===== src/rtl/sync_fifo_hd_if.sv =====
// rtl/sync_fifo_hd_if.sv - handshake and status bundle for the width-halving FIFO
interface sync_fifo_hd_if #(
  parameter int WI       = 8,
  parameter int LEVLBITS = 5
);
  logic                enable;
  logic                clear;
  logic [2*WI-1:0]     wdata;
  logic                write;
  logic [WI-1:0]       rdata;
  logic                read;
  logic                full;
  logic                empty;
  logic [LEVLBITS-1:0] level;

  modport master (
    output enable, clear, wdata, write, read,
    input  rdata, full, empty, level
  );

  modport slave (
    input  enable, clear, wdata, write, read,
    output rdata, full, empty, level
  );
endinterface


===== src/rtl/sync_fifo_hd.sv =====
// rtl/sync_fifo_hd.sv - synchronous FIFO, 2*WI-bit writes, WI-bit show-ahead reads
// Optional simulation checks compiled in with SYNC_FIFO_HD_ASSERT_EN.
module sync_fifo_hd #(
  parameter int WI       = 8,
  parameter int DEPTH    = 16,
  parameter int LEVLBITS = 5,
  parameter int REGFLAGS = 0
) (
  input logic          clk,
  input logic          reset,
  sync_fifo_hd_if.slave bus
);
  localparam int PW = $clog2(DEPTH);

  logic [WI-1:0]       mem [DEPTH];
  logic [PW-1:0]       wr_ptr;
  logic [PW-1:0]       wr_ptr_hi;
  logic [PW-1:0]       rd_ptr;
  logic [LEVLBITS-1:0] level_q;
  logic [LEVLBITS-1:0] level_d;
  logic                full_w;
  logic                empty_w;
  logic                wr_ok;
  logic                rd_ok;

  // Acceptance uses the pre-edge flags; at level 0 a read is refused even with a write.
  assign wr_ok     = bus.enable & ~bus.clear & bus.write & ~full_w;
  assign rd_ok     = bus.enable & ~bus.clear & bus.read & ~empty_w;
  assign wr_ptr_hi = wr_ptr + PW'(1);

  always_comb begin
    level_d = level_q;
    if (bus.enable && bus.clear) begin
      level_d = '0;
    end else begin
      case ({wr_ok, rd_ok})
        2'b10:   level_d = level_q + LEVLBITS'(2);
        2'b01:   level_d = level_q - LEVLBITS'(1);
        2'b11:   level_d = level_q + LEVLBITS'(1);
        default: level_d = level_q;
      endcase
    end
  end

  always_ff @(posedge clk or posedge reset) begin
    if (reset) begin
      wr_ptr  <= '0;
      rd_ptr  <= '0;
      level_q <= '0;
    end else if (bus.enable) begin
      level_q <= level_d;
      if (bus.clear) begin
        wr_ptr <= '0;
        rd_ptr <= '0;
      end else begin
        if (wr_ok) wr_ptr <= wr_ptr + PW'(2);
        if (rd_ok) rd_ptr <= rd_ptr + PW'(1);
      end
    end
  end

  always_ff @(posedge clk) begin
    if (wr_ok) begin
      mem[wr_ptr]    <= bus.wdata[WI-1:0];
      mem[wr_ptr_hi] <= bus.wdata[2*WI-1:WI];
    end
  end

  generate
    if (REGFLAGS != 0) begin : g_regflags
      logic full_q;
      logic empty_q;
      always_ff @(posedge clk or posedge reset) begin
        if (reset) begin
          full_q  <= 1'b0;
          empty_q <= 1'b1;
        end else if (bus.enable) begin
          full_q  <= (level_d >= LEVLBITS'(DEPTH - 1));
          empty_q <= (level_d == '0);
        end
      end
      assign full_w  = full_q;
      assign empty_w = empty_q;
    end else begin : g_combflags
      assign full_w  = (level_q >= LEVLBITS'(DEPTH - 1));
      assign empty_w = (level_q == '0);
    end
  endgenerate

  assign bus.rdata = mem[rd_ptr];
  assign bus.full  = full_w;
  assign bus.empty = empty_w;
  assign bus.level = level_q;

`ifdef SYNC_FIFO_HD_ASSERT_EN
  // Write+read on an empty FIFO is a defined case (read simply refused), not an underflow.
  always @(posedge clk) begin
    if (!reset && bus.enable && !bus.clear) begin
      if (bus.write && full_w) begin
        $display("@%0t sync_fifo_hd overflow", $time);
        $stop;
      end
      if (bus.read && empty_w && !bus.write) begin
        $display("@%0t sync_fifo_hd underflow", $time);
        $stop;
      end
    end
    if (!reset && (level_q > LEVLBITS'(DEPTH))) begin
      $display("@%0t sync_fifo_hd level overrange", $time);
      $stop;
    end
  end
`endif
endmodule


===== src/flat_wrapper.sv =====
// flat-port wrapper written by rule: the top's interface ports become plain ports
module sync_fifo_hd_flat 
#(
  parameter int WI       = 8,
  parameter int DEPTH    = 16,
  parameter int LEVLBITS = 5,
  parameter int REGFLAGS = 0
)
  (clk, reset, bus_enable, bus_clear, bus_wdata, bus_write, bus_read, bus_rdata, bus_full, bus_empty, bus_level);
  sync_fifo_hd_if #(.WI(WI), .LEVLBITS(LEVLBITS)) bus_i ();
  input logic clk;
  input logic reset;
  input wire logic [$bits(bus_i.enable)-1:0] bus_enable;
  input wire logic [$bits(bus_i.clear)-1:0] bus_clear;
  input wire logic [$bits(bus_i.wdata)-1:0] bus_wdata;
  input wire logic [$bits(bus_i.write)-1:0] bus_write;
  input wire logic [$bits(bus_i.read)-1:0] bus_read;
  output wire logic [$bits(bus_i.rdata)-1:0] bus_rdata;
  output wire logic [$bits(bus_i.full)-1:0] bus_full;
  output wire logic [$bits(bus_i.empty)-1:0] bus_empty;
  output wire logic [$bits(bus_i.level)-1:0] bus_level;
  assign bus_i.enable = bus_enable;
  assign bus_i.clear = bus_clear;
  assign bus_i.wdata = bus_wdata;
  assign bus_i.write = bus_write;
  assign bus_i.read = bus_read;
  assign bus_rdata = bus_i.rdata;
  assign bus_full = bus_i.full;
  assign bus_empty = bus_i.empty;
  assign bus_level = bus_i.level;
  sync_fifo_hd #(.WI(WI), .DEPTH(DEPTH), .LEVLBITS(LEVLBITS), .REGFLAGS(REGFLAGS)) u_core (.clk(clk), .reset(reset), .bus(bus_i));
endmodule

===== config.mk =====
export PLATFORM = sky130hd
export DESIGN_NAME = sync_fifo_hd_flat
export DESIGN_NICKNAME = d
export VERILOG_FILES = /design/src/rtl/sync_fifo_hd_if.sv /design/src/rtl/sync_fifo_hd.sv /design/src/flat_wrapper.sv
export SDC_FILE = /design/constraint.sdc
export NUM_CORES = 1
export LEC_CHECK = 0
export CORE_MARGIN = 1
export CORE_UTILIZATION = 36
export DETAILED_ROUTE_END_ITERATION = 7
export GPL_ROUTABILITY_DRIVEN = 0
export HOLD_SLACK_MARGIN = 0.12
export PLACE_DENSITY_LB_ADDON = 0.08
export SLEW_MARGIN = 40
export SYNTH_ARGS = -nofsm -noshare
export SYNTH_HDL_FRONTEND = slang
export SYNTH_SLANG_ARGS = --single-unit

===== constraint.sdc =====
create_clock -name clk -period 8.1 [get_ports clk]
set_input_delay 1.215 -clock clk [delete_from_list [all_inputs] [get_ports clk]]
set_output_delay 1.215 -clock clk [all_outputs]
set_load 0.02 [all_outputs]

==> results.rst, run 1 <==
.. list-table::
   :header-rows: 1

   * - Metric
     - Value
   * - Run status
     - completed
   * - Critical path peak fanout
     - 22
   * - Crit Path Class
     - reg2out
   * - Final worst-path cycle share
     - between 50% and 60%
   * - Nature of the critical path endpoint
     - output pin
   * - Final ANT Viol Nets
     - 0
   * - Number of failing hold endpoints at the final stage
     - 0
   * - Startpoint of the lowest-slack hold path
     - u_core.wr_ptr[1]$_DFFE_PP0P_
   * - Max-Cap Viols
     - 0
   * - Mean post-synth cell area
     - 15.59 µm²
   * - Number of instances in the synthesized netlist
     - approximately 440
   * - Clock insertion delay at the later pin of the skew report
     - between 0.4 and 0.5 ns
   * - Delay of the slowest critical-path stage
     - 0.65 ns
   * - Endpoint of the most critical register-to-register path
     - u_core.bus.level[4]$_DFFE_PP0P_
   * - Worst path cell trace
     - buf_4, mux4_2, mux4_2, clkdlybuf4s50_1
   * - Number of vias after detailed routing
     - 3,568
   * - Post-detailed-route DRC marker count
     - 0
   * - Synth Flop Type
     - sky130_fd_sc_hd__edfxtp_1
   * - Total power
     - 1892 µW
   * - Critical Path End
     - bus_rdata[3]
   * - Reg2Reg Depth
     - 12
   * - Count of input and output buffers
     - 36
   * - RSZ-0062 raised after global routing
     - false
   * - Leakage
     - 0.002611 µW
   * - Via count of the first global-routing pass
     - ~3.8k
   * - Post-layout minimum cycle time
     - approximately 4.4 ns
   * - Overall die height
     - roughly 140 µm
   * - Sequential area share after synthesis
     - roughly 60%
   * - Total global routing overflow
     - 0
   * - Netlist Area Pre-Place
     - about 7000 µm²
   * - Wire length per cell after detailed routing
     - 24.31 µm
   * - Final setup vio count
     - 0
   * - Clock-pin slew on the worst setup and hold paths
     - 0.06 ns
   * - Slew headroom
     - 52.57%
   * - Count of H-tree levels built during CTS
     - 4
   * - HP Class
     - reg2reg
   * - Drt pass-1 iters
     - 4
   * - GRT Util Overall
     - 17.61%
   * - Data arrival, critical path
     - 3.23 ns
   * - Wirelength, routed
     - 16.14 mm
   * - Mean number of vias per cell
     - 5.373
   * - Largest family of logic cells by synthesized area
     - multiplexers
   * - Crit path required time
     - 6.88 ns
   * - Core footprint
     - 18,710 µm²
   * - CTS tree
     - done
   * - Max IR drop VDD
     - roughly 0.00016 V
   * - Cell repeated most along the worst path
     - sky130_fd_sc_hd__mux4_2
   * - Number of synthesized register bits
     - 140
   * - Layout cells sized above 1
     - 35.12%
   * - Setup fix buffers added after clock tree synthesis
     - 0
   * - TritonCTS sink count
     - 140
   * - Starting DRT DRC Count
     - about 250
   * - Share of flip-flops with an asynchronous set or reset
     - 8.571%
   * - Initial core utilization
     - 36.76%
   * - Ports
     - 37
   * - Number of antenna violations at the first check in global routing
     - 0
   * - Synthesized-area fraction occupied by ao, oa, aoi and oai cells
     - under 10%
   * - Die width
     - 140.2 µm
   * - XOR/XNOR Fraction of Synth Area
     - 0.2548%
   * - Pin count of the biggest net entering global routing
     - 25
   * - Areal power density over the cells
     - 242.6 nW/µm²
   * - PostCTS Resize Cnt
     - 0
   * - Layout overhead on the synthesized area
     - 13.41%
   * - Number of pins with negative max-slew slack in the final report
     - 0
   * - Slew of the pin with the lowest slew margin
     - 0.7115 ns
   * - Row Count
     - 50
   * - Maximum clock frequency
     - around 220 MHz
   * - Critical register-to-register path startpoint
     - u_core.bus.level[1]$_DFFE_PP0P_
   * - Total clock buffers created by CTS
     - 17
   * - Clock tree buffer depth
     - 2
   * - Simple logic cell fraction of the synthesized area
     - under 10%
   * - Flop2flop setup slack
     - about 4.6 ns
   * - Number of nets produced by synthesis
     - 472
   * - Startpoint of the worst setup timing path
     - u_core.rd_ptr[0]$_DFFE_PP0P_
   * - Setup total negative slack
     - 0 ns
   * - Setup Skew
     - 0.006090 ns
   * - Die area
     - 19,650 µm²
   * - First-pass GRT wire length
     - 24.21 mm
   * - HPWL after detailed placement
     - 9.972 mm
   * - Number of inserted diodes
     - 0
   * - Crit-path slowest cell
     - sky130_fd_sc_hd__dfrtp_2
   * - Number of warnings issued by yosys
     - 0
   * - Clock root buffer
     - sky130_fd_sc_hd__clkbuf_16
   * - Number of different library cells in the post-synthesis netlist
     - 48
   * - Mux contribution to synthesized area
     - 24.04%
   * - Critical Path Start Type
     - flip-flop
   * - Number of synthesized flops with an enable pin
     - about 130
   * - Number of hold buffers added after cts
     - 0
   * - Hold Slack
     - 0.6220 ns
   * - Post-layout nets
     - 448
   * - Arithmetic-cell share of the synthesized area counting full adders, half adders and majority gates
     - 1.747%
-- per-layer routing --
| layer | vias to the layer above | wire length (µm) | track usage, % |
|---|---|---|---|
| met5 | - | 0 | 0 |
| met2 | 81 | 7870 | 27.97 |
| met1 | 1869 | 7342 | 24.06 |
| li1 | 1603 | - | - |
| met4 | 0 | 208 | 6.478 |
| met3 | 15 | 722 | 3.385 |
-- flip-flops by register name (all words and copies together) (netlist names) --
register	cells
u_core.bus.level	5
u_core.mem	128
u_core.rd_ptr	4
u_core.wr_ptr	3
-- synth_stat cells, drive strengths merged, types with 5 or more instances --
cell	count	area share [%]
nand3	5	0.44
o21ai	5	0.36
mux4	40	13
mux2	65	11
nor3	6	0.76
nor2	11	0.82
ha	8	1.5
dfrtp	12	4.4
edfxtp	128	56
a21oi	7	0.56
clkbuf	79	4.3
nand2	8	0.44
inv	16	0.87
buf	8	0.75
-- worst max-delay path, delay by kind of cell (launching register included) --
| family | cells | cell delay [ns] |
|---|---|---|
| multiplexers | 2 | 1.08 |
| flip-flops | 1 | 0.65 |
| buffers and inverters | 2 | 1.07 |
-- report_power, final --
| group | switching, µW | internal (µW) |
|---|---|---|
| logic | 145 | 165 |
| clock network | 290 | 446 |
| registers | 37.9 | 808 |
| total | 473 | 1420 |
-- cell families (layout without fill, tap and decap cells) --
kind of cell    after synthesis  after routing
compound gates               35             35
xor+xnor                      2              2
fa+ha+maj                     9              9
buf+inv                     103             92
flops                       140            140
mux                         107            107
simple gates                 45             45
-- worst min-delay path by stage --
stage / endpoint / cells past startpoint
2_1_floorplan: u_core.wr_ptr[1]$_DFFE_PP0P_ / 1
3_3_place_gp: u_core.wr_ptr[1]$_DFFE_PP0P_ / 1
3_5_place_dp: u_core.wr_ptr[1]$_DFFE_PP0P_ / 1
4_1_cts: u_core.wr_ptr[1]$_DFFE_PP0P_ / 1
5_1_grt: u_core.wr_ptr[1]$_DFFE_PP0P_ / 1
6_report: u_core.wr_ptr[1]$_DFFE_PP0P_ / 1
-- cell type report --
type | instances | area, µm²
clock buffers | 21 | 440.4
clock inverters | 11 | 101.3
fillers | 1663 | 10910
inverters | 16 | 60.06
multi-input cells | 198 | 2336
flip-flops and latches | 140 | 4146
well taps | 234 | 292.8
repair buffers | 44 | 420.4
-- placed cells by master (no fill, tap or decap), types with 2 or more instances in the layout --
cell / count
sky130_fd_sc_hd__clkbuf_16: 17
sky130_fd_sc_hd__nor3b_1: 3
sky130_fd_sc_hd__mux2i_1: 2
sky130_fd_sc_hd__mux4_2: 40
sky130_fd_sc_hd__o31ai_1: 4
sky130_fd_sc_hd__and2_1: 2
sky130_fd_sc_hd__a32o_1: 2
sky130_fd_sc_hd__clkinv_1: 5
sky130_fd_sc_hd__nor2_4: 2
sky130_fd_sc_hd__bufinv_16: 2
sky130_fd_sc_hd__edfxtp_1: 128
sky130_fd_sc_hd__ha_1: 8
sky130_fd_sc_hd__mux2_2: 65
sky130_fd_sc_hd__xnor2_1: 2
sky130_fd_sc_hd__nor3_4: 2
sky130_fd_sc_hd__nand4_1: 2
sky130_fd_sc_hd__nand2_1: 8
sky130_fd_sc_hd__nor3_1: 2
sky130_fd_sc_hd__a21o_1: 3
sky130_fd_sc_hd__dfrtp_2: 2
sky130_fd_sc_hd__clkbuf_1: 4
sky130_fd_sc_hd__a21oi_1: 6
sky130_fd_sc_hd__nor2_1: 8
sky130_fd_sc_hd__clkinv_2: 3
sky130_fd_sc_hd__buf_4: 8
sky130_fd_sc_hd__a211oi_1: 4
sky130_fd_sc_hd__nor3_2: 2
sky130_fd_sc_hd__o21ai_0: 5
sky130_fd_sc_hd__inv_1: 15
sky130_fd_sc_hd__nand3_1: 4
sky130_fd_sc_hd__clkdlybuf4s50_1: 36
sky130_fd_sc_hd__dfrtp_1: 10
sky130_fd_sc_hd__a22o_1: 2
-- metrics by stage --
step           cells  setup WS [ns]  area [µm²]  util, %
2_1_floorplan    441          4.711        6875        -
3_3_place_gp     632          3.840        7242    38.72
3_5_place_dp     632          3.866        7256    38.79
4_1_cts          664          3.542        7797    41.69
5_1_grt          664          3.459        7797    41.69
6_report         664          3.655        7797    41.69
Power figures use the tool's default switching activity.
==> run 2, diff against run 1 <==
==> constraint.sdc (replaced) <==
create_clock -name clk -period 4.4 [get_ports clk]
set_input_delay 0.66 -clock clk [delete_from_list [all_inputs] [get_ports clk]]
set_output_delay 0.66 -clock clk [all_outputs]
set_load 0.02 [all_outputs]
==> results.rst, run 2 (synthesis results as in run 1) <==
.. list-table::
   :header-rows: 1

   * - Metric
     - Value
   * - GRT Util Overall
     - 17.25% (was 17.61%)
   * - Via count of the first global-routing pass
     - 3,683 (was 3,769)
   * - Number of pins with negative max-slew slack in the final report
     - 0 (unchanged)
   * - Most used cells in the layout excluding fill and tap cells
     - sky130_fd_sc_hd__edfxtp_1, sky130_fd_sc_hd__mux2_2, sky130_fd_sc_hd__mux4_2, sky130_fd_sc_hd__clkdlybuf4s50_1, sky130_fd_sc_hd__clkbuf_16 (unchanged)
   * - Number of vias after detailed routing
     - 3,585 (was 3,568)
   * - Run status
     - completed (unchanged)
   * - Wire length per cell after detailed routing
     - 23.60 µm (was 24.31 µm)
   * - Wirelength, routed
     - 15.86 mm (was 16.14 mm)
   * - Starting DRT DRC Count
     - 297 (was 249)
   * - Final ANT Viol Nets
     - 0 (unchanged)
   * - Hold Slack
     - 0.5788 ns (was 0.6220 ns)
   * - Layout cells sized above 1
     - 35.39% (was 35.12%)
   * - PostCTS Resize Cnt
     - 0 (unchanged)
   * - WP buf/inv
     - 2 (unchanged)
   * - Count of input and output buffers
     - 36 (unchanged)
   * - Row Count
     - 50 (unchanged)
   * - Max IR drop VDD
     - 0.0002726 V (was 0.0001580 V)
   * - Most common cell after layout, fill and taps aside
     - sky130_fd_sc_hd__edfxtp_1 (unchanged)
   * - Mean number of vias per cell
     - 5.335 (was 5.373)
   * - Critical Path End
     - bus_rdata[3] (unchanged)
   * - Post-route cell area
     - 7848 µm² (was 7797 µm²)
   * - Final worst-path cycle share
     - 83.23%
   * - Max-Cap Viols
     - 0 (unchanged)
   * - Data arrival, critical path
     - 3.00 ns (was 3.23 ns)
   * - Areal power density over the cells
     - 436.4 nW/µm² (was 242.6 nW/µm²)
   * - HP Class
     - in2async (was reg2reg)
   * - Slew of the pin with the lowest slew margin
     - 0.6697 ns (was 0.7115 ns)
   * - Delay of the slowest critical-path stage
     - 0.64 ns (was 0.65 ns)
   * - Core footprint
     - 18,710 µm² (unchanged)
   * - Drt pass-1 iters
     - 4 (unchanged)
   * - Leakage
     - 0.002637 µW (was 0.002611 µW)
   * - Die area
     - 19,650 µm² (unchanged)
   * - Register bank with the most flops
     - u_core.mem (unchanged)
   * - Setup total negative slack
     - 0 ns (unchanged)
   * - Nature of the critical path endpoint
     - output pin (unchanged)
   * - First-pass GRT wire length
     - 23.83 mm (was 24.21 mm)
   * - Critical register-to-register path startpoint
     - u_core.bus.level[1]$_DFFE_PP0P_ (unchanged)
   * - Logic depth of the worst setup path including buffers
     - 4 (unchanged)
   * - Initial core utilization
     - 36.76% (unchanged)
   * - Number of hold buffers added after cts
     - 0 (unchanged)
   * - Post-detailed-route DRC marker count
     - 0 (unchanged)
   * - RSZ-0062 raised after global routing
     - false (unchanged)
   * - Ports
     - 37 (unchanged)
   * - Post-layout minimum cycle time
     - approximately 3.7 ns
   * - Critical path's top delay family
     - multiplexers (unchanged)
   * - CTS tree
     - done (unchanged)
   * - Critical path peak fanout
     - 24 (was 22)
   * - Final setup vio count
     - 0 (unchanged)
   * - Cell repeated most along the worst path
     - sky130_fd_sc_hd__mux4_2 (unchanged)
   * - Number of failing hold endpoints at the final stage
     - 0 (unchanged)
   * - Startpoint of the worst setup timing path
     - u_core.rd_ptr[0]$_DFFE_PP0P_ (unchanged)
   * - Final Core Density
     - 41.95% (was 41.69%)
   * - Worst path cell trace
     - buf_12, mux4_2, mux4_2, clkdlybuf4s50_1 (was buf_4, mux4_2, mux4_2, clkdlybuf4s50_1)
   * - Clock insertion delay at the later pin of the skew report
     - 0.42 ns (about the same)
   * - Count of H-tree levels built during CTS
     - 4 (unchanged)
   * - Crit path required time
     - 3.74 ns (was 6.88 ns)
   * - Critical Path Start Type
     - flip-flop (unchanged)
   * - Setup Skew
     - 0.01037 ns (was 0.006090 ns)
   * - Maximum clock frequency
     - 273.1 MHz
   * - Clock root buffer
     - sky130_fd_sc_hd__clkbuf_16 (unchanged)
   * - Flop2flop setup slack
     - 0.88 ns (was 4.57 ns)
   * - Total global routing overflow
     - 0 (unchanged)
   * - Crit-path slowest cell
     - sky130_fd_sc_hd__dfrtp_2 (unchanged)
   * - Clock-pin slew on the worst setup and hold paths
     - 0.06 ns (about the same)
   * - Layout overhead on the synthesized area
     - 14.14% (was 13.41%)
   * - Post-Place Cell Area
     - 7328 µm² (was 7256 µm²)
   * - Overall die height
     - 140.2 µm (unchanged)
   * - Post-layout nets
     - 456 (was 448)
   * - Total clock buffers created by CTS
     - 17 (unchanged)
   * - Setup fix buffers added after clock tree synthesis
     - 0 (unchanged)
   * - Die width
     - 140.2 µm (unchanged)
   * - Number of flip-flops in the largest register
     - 128 (unchanged)
   * - Crit Path Class
     - reg2out (unchanged)
   * - Slew headroom
     - 55.35% (was 52.57%)
   * - Post-Layout Cell Count
     - 672 (was 664)
   * - Number of antenna violations at the first check in global routing
     - 0 (unchanged)
   * - Clock tree buffer depth
     - 2 (unchanged)
   * - Endpoint of the most critical register-to-register path
     - u_core.bus.level[3]$_DFFE_PP0P_ (was u_core.bus.level[4]$_DFFE_PP0P_)
   * - Instance count after placement with tap cells included
     - 640 (was 632)
   * - Number of inserted diodes
     - 0 (unchanged)
   * - TritonCTS sink count
     - 140 (unchanged)
   * - HPWL after detailed placement
     - 9.949 mm (was 9.972 mm)
   * - Pin count of the biggest net entering global routing
     - 25 (unchanged)
   * - Reg2Reg Depth
     - 12 (unchanged)
run 2: area by class of cell:
cell class	count	area (µm²)
clock buffers	22	444.2
clock inverters	10	75.07
fillers	1663	10860
inverters	16	60.06
multi-input cells	198	2323
flip-flops and latches	140	4146
well taps	234	292.8
repair buffers	52	505.5
run 2: worst register-to-register path, cell delays in order, from the launching register on:
cell and delay (ns):
sky130_fd_sc_hd__dfrtp_1 0.49, sky130_fd_sc_hd__ha_1 0.31, sky130_fd_sc_hd__a21o_1 0.24, sky130_fd_sc_hd__a211oi_1 0.60, sky130_fd_sc_hd__nand2_1 0.17, sky130_fd_sc_hd__inv_1 0.09, sky130_fd_sc_hd__ha_1 0.30, sky130_fd_sc_hd__inv_1 0.18
sky130_fd_sc_hd__ha_1 0.30, sky130_fd_sc_hd__a21o_1 0.18, sky130_fd_sc_hd__a21oi_1 0.17, sky130_fd_sc_hd__xnor2_1 0.08, sky130_fd_sc_hd__a221o_1 0.30
run 2: per-stage QoR:
stage	setup slack [ns]	power [µW]
floorplan	1.193	1992
global placement	0.9078	2175
detailed placement	0.7563	2177
CTS	0.6598	3466
global route	0.5817	3557
finish	0.7377	3425
run 2: worst min-delay path by stage:
| stage | from | to | slack [ns] |
|---|---|---|---|
| finish | reset | u_core.bus.level[2]$_DFFE_PP0P_ | 0.58 |
| global route | reset | u_core.bus.level[1]$_DFFE_PP0P_ | 0.62 |
| CTS | reset | u_core.bus.level[2]$_DFFE_PP0P_ | 0.59 |
| detailed placement | u_core.wr_ptr[1]$_DFFE_PP0P_ | u_core.wr_ptr[1]$_DFFE_PP0P_ | 0.60 |
| global placement | u_core.wr_ptr[1]$_DFFE_PP0P_ | u_core.wr_ptr[1]$_DFFE_PP0P_ | 0.60 |
| floorplan | reset | u_core.bus.level[0]$_DFFE_PP0P_ | 0.52 |
run 2: layer usage:
| layer | global-route usage, % | vias to the layer above | share of wire, % |
|---|---|---|---|
| li1 | - | 1629 | - |
| met1 | 23.84 | 1878 | 47 |
| met2 | 27.45 | 66 | 48 |
| met3 | 3.385 | 12 | 2.7 |
| met4 | 5.495 | 0 | 1.4 |
| met5 | 0 | - | 0 |
run 2: where the power goes:
group / leakage, µW / total [µW] / switching, µW / internal (µW)
Sequential: 0.00131 / 1560 / 68.1 / 1490
Clock: 0.000249 / 1280 / 517 / 765
Combinational: 0.00107 / 586 / 272 / 314
Total: 0.00264 / 3420 / 857 / 2570
==> run 3, diff against run 2 <==
==> constraint.sdc (replaced) <==
create_clock -name clk -period 3.7 [get_ports clk]
set_input_delay 0.555 -clock clk [delete_from_list [all_inputs] [get_ports clk]]
set_output_delay 0.555 -clock clk [all_outputs]
set_load 0.02 [all_outputs]
==> results.rst, run 3 (synthesis results as in run 1) <==
.. list-table::
   :header-rows: 1

   * - Metric
     - Value
   * - Clock-pin slew on the worst setup and hold paths
     - 0.06 ns (about the same)
   * - Die width
     - 140.2 µm (unchanged)
   * - Count of H-tree levels built during CTS
     - 4 (unchanged)
   * - Overall die height
     - 140.2 µm (unchanged)
   * - Number of antenna violations at the first check in global routing
     - 0 (unchanged)
   * - Global route hottest layer
     - met2 (unchanged)
   * - Layout cells sized above 1
     - 37.92% (was 35.39%)
   * - Number of vias after detailed routing
     - 3,600 (was 3,585)
   * - Number of failing hold endpoints at the final stage
     - 0 (unchanged)
   * - Fill cell instance count of the final layout
     - 1,671 (was 1,663)
   * - Count of input and output buffers
     - 36 (unchanged)
   * - Total global routing overflow
     - 0 (unchanged)
   * - Areal power density over the cells
     - 529.7 nW/µm² (was 436.4 nW/µm²)
   * - Most common cell after layout, fill and taps aside
     - sky130_fd_sc_hd__edfxtp_1 (unchanged)
   * - Nature of the critical path endpoint
     - output pin (unchanged)
   * - Met2 GRT Util
     - 27.55% (was 27.45%)
   * - HP Class
     - in2async (unchanged)
   * - Instance count after placement with tap cells included
     - 645 (was 640)
   * - PostCTS Resize Cnt
     - 0 (unchanged)
   * - Post-detailed-route DRC marker count
     - 0 (unchanged)
   * - Post-layout minimum cycle time
     - 3.412 ns
   * - Number of pins with negative max-slew slack in the final report
     - 0 (unchanged)
   * - Die area
     - 19,650 µm² (unchanged)
   * - Drt pass-1 iters
     - 4 (unchanged)
   * - Maximum clock frequency
     - 293.1 MHz
   * - Register bank with the most flops
     - u_core.mem (unchanged)
   * - Final worst-path cycle share
     - 92.22%
   * - Reg2Reg Depth
     - 12 (unchanged)
   * - Slew headroom
     - 50.37% (was 55.35%)
   * - Ports
     - 37 (unchanged)
   * - Cell repeated most along the worst path
     - sky130_fd_sc_hd__mux4_2 (unchanged)
   * - Slew of the pin with the lowest slew margin
     - 0.7444 ns (was 0.6697 ns)
   * - Leakage
     - 0.002689 µW (was 0.002637 µW)
   * - Wire length per cell after detailed routing
     - 23.63 µm (was 23.60 µm)
   * - Post-layout nets
     - 461 (was 456)
   * - Setup Skew
     - 0.01802 ns (was 0.01037 ns)
   * - Setup fix buffers added after clock tree synthesis
     - 0 (unchanged)
   * - Crit-path slowest cell
     - sky130_fd_sc_hd__dfrtp_2 (unchanged)
   * - Mean number of vias per cell
     - 5.318 (was 5.335)
   * - RSZ-0062 raised after global routing
     - false (unchanged)
   * - Clock insertion delay at the later pin of the skew report
     - 0.42 ns (about the same)
   * - M3 GR Usage
     - 4.342% (was 3.385%)
   * - Worst path cell trace
     - buf_12, mux4_2, mux4_2, clkdlybuf4s50_1 (unchanged)
   * - Crit Path Class
     - reg2out (unchanged)
   * - Final setup vio count
     - 0 (unchanged)
   * - Clock root buffer
     - sky130_fd_sc_hd__clkbuf_16 (unchanged)
   * - Core footprint
     - 18,710 µm² (unchanged)
   * - Pin count of the biggest net entering global routing
     - 26 (was 25)
   * - Crit path required time
     - 3.14 ns (was 3.74 ns)
   * - Starting DRT DRC Count
     - 131 (was 297)
   * - Post-Layout Cell Count
     - 677 (was 672)
   * - Initial core utilization
     - 36.76% (unchanged)
   * - GRT Util Overall
     - 17.32% (was 17.25%)
   * - HPWL after detailed placement
     - 9.982 mm (was 9.949 mm)
   * - Number of flip-flops in the largest register
     - 128 (unchanged)
   * - TritonCTS sink count
     - 140 (unchanged)
   * - Data arrival, critical path
     - 2.86 ns (was 3.00 ns)
   * - Via count of the first global-routing pass
     - 3,703 (was 3,683)
   * - Critical Path Start Type
     - flip-flop (unchanged)
   * - Hold Slack
     - 0.4811 ns (was 0.5788 ns)
   * - CTS tree
     - done (unchanged)
   * - Number of inserted diodes
     - 0 (unchanged)
   * - Wirelength, routed
     - 16.00 mm (was 15.86 mm)
   * - Layout overhead on the synthesized area
     - 15.45% (was 14.14%)
   * - Final ANT Viol Nets
     - 0 (unchanged)
   * - Run status
     - completed (unchanged)
   * - Delay of the slowest critical-path stage
     - 0.58 ns (was 0.64 ns)
   * - Max IR drop VDD
     - 0.0002881 V (was 0.0002726 V)
   * - Met1 track demand over resource
     - 23.33% (was 23.84%)
   * - Setup total negative slack
     - 0 ns (unchanged)
   * - Critical path peak fanout
     - 15 (was 24)
   * - Row Count
     - 50 (unchanged)
   * - Max-Cap Viols
     - 0 (unchanged)
   * - Most used cells in the layout excluding fill and tap cells
     - sky130_fd_sc_hd__edfxtp_1, sky130_fd_sc_hd__mux2_2, sky130_fd_sc_hd__mux4_2, sky130_fd_sc_hd__clkdlybuf4s50_1, sky130_fd_sc_hd__buf_4 (was sky130_fd_sc_hd__edfxtp_1, sky130_fd_sc_hd__mux2_2, sky130_fd_sc_hd__mux4_2, sky130_fd_sc_hd__clkdlybuf4s50_1, sky130_fd_sc_hd__clkbuf_16)
   * - Clock tree buffer depth
     - 2 (unchanged)
   * - Number of hold buffers added after cts
     - 0 (unchanged)
   * - First-pass GRT wire length
     - 23.67 mm (was 23.83 mm)
   * - Total clock buffers created by CTS
     - 17 (unchanged)
## run 3: cell types whose count changed in the layout (fill, tap and decap cells not counted), sizes merged
cell,change
bufinv,+1
clkinvlp,+1
buf,+5
clkbuf,-5
inv,+3
## run 3: layout make-up
type,instances,area [µm²],share of cell area [%]
Sequential cell,140,4146,52.24
Multi-Input combinational cell,198,2323,29.27
Timing Repair Buffer,57,543.0,6.841
Clock buffer,17,425.4,5.359
Tap cell,234,292.8,3.689
Clock inverter,15,146.4,1.844
Inverter,16,60.06,0.7566
## run 3: worst paths after layout
kind,from,to,slack (ns)
worst max-delay path,u_core.rd_ptr[0]$_DFFE_PP0P_,bus_rdata[7],0.29
worst min-delay path,reset,u_core.wr_ptr[2]$_DFFE_PP0P_,0.48
worst max register to register,u_core.bus.level[2]$_DFFE_PP0P_,u_core.bus.level[3]$_DFFE_PP0P_,0.56
worst min register to register,u_core.wr_ptr[1]$_DFFE_PP0P_,u_core.wr_ptr[1]$_DFFE_PP0P_,0.63
max in group asynchronous,reset,u_core.rd_ptr[0]$_DFFE_PP0P_,2.83
min in group clk,u_core.wr_ptr[1]$_DFFE_PP0P_,u_core.wr_ptr[1]$_DFFE_PP0P_,0.63
## run 3: power by group
part           switching [µW]  internal (µW)
Sequential               63.8           1770
Clock                     659            989
Combinational             334            389
Total                    1060           3150
## run 3: routing by layer
layer,part of all wire (%),vias up
met2,48,73
li1,-,1637
met5,0,-
met4,1.5,0
met1,47,1871
met3,3.0,19
## run 3: worst max-delay path, delay by kind of cell (launching register included)
| kind | cells | cell delay (ns) |
|---|---|---|
| buf+inv | 2 | 0.80 |
| mux | 2 | 1.06 |
| flops | 1 | 0.58 |
## run 3: metrics by stage
step                setup WS [ns]  area, µm²  total power [µW]  util [%]
floorplan                  0.4928       6875              2369         -
CTS                        0.2338       7938              4252     42.43
global placement           0.5602       7365              2602     39.37
finish                     0.2878       7938              4205     42.43
detailed placement         0.4764       7366              2601     39.38
global route               0.1760       7938              4369     42.43
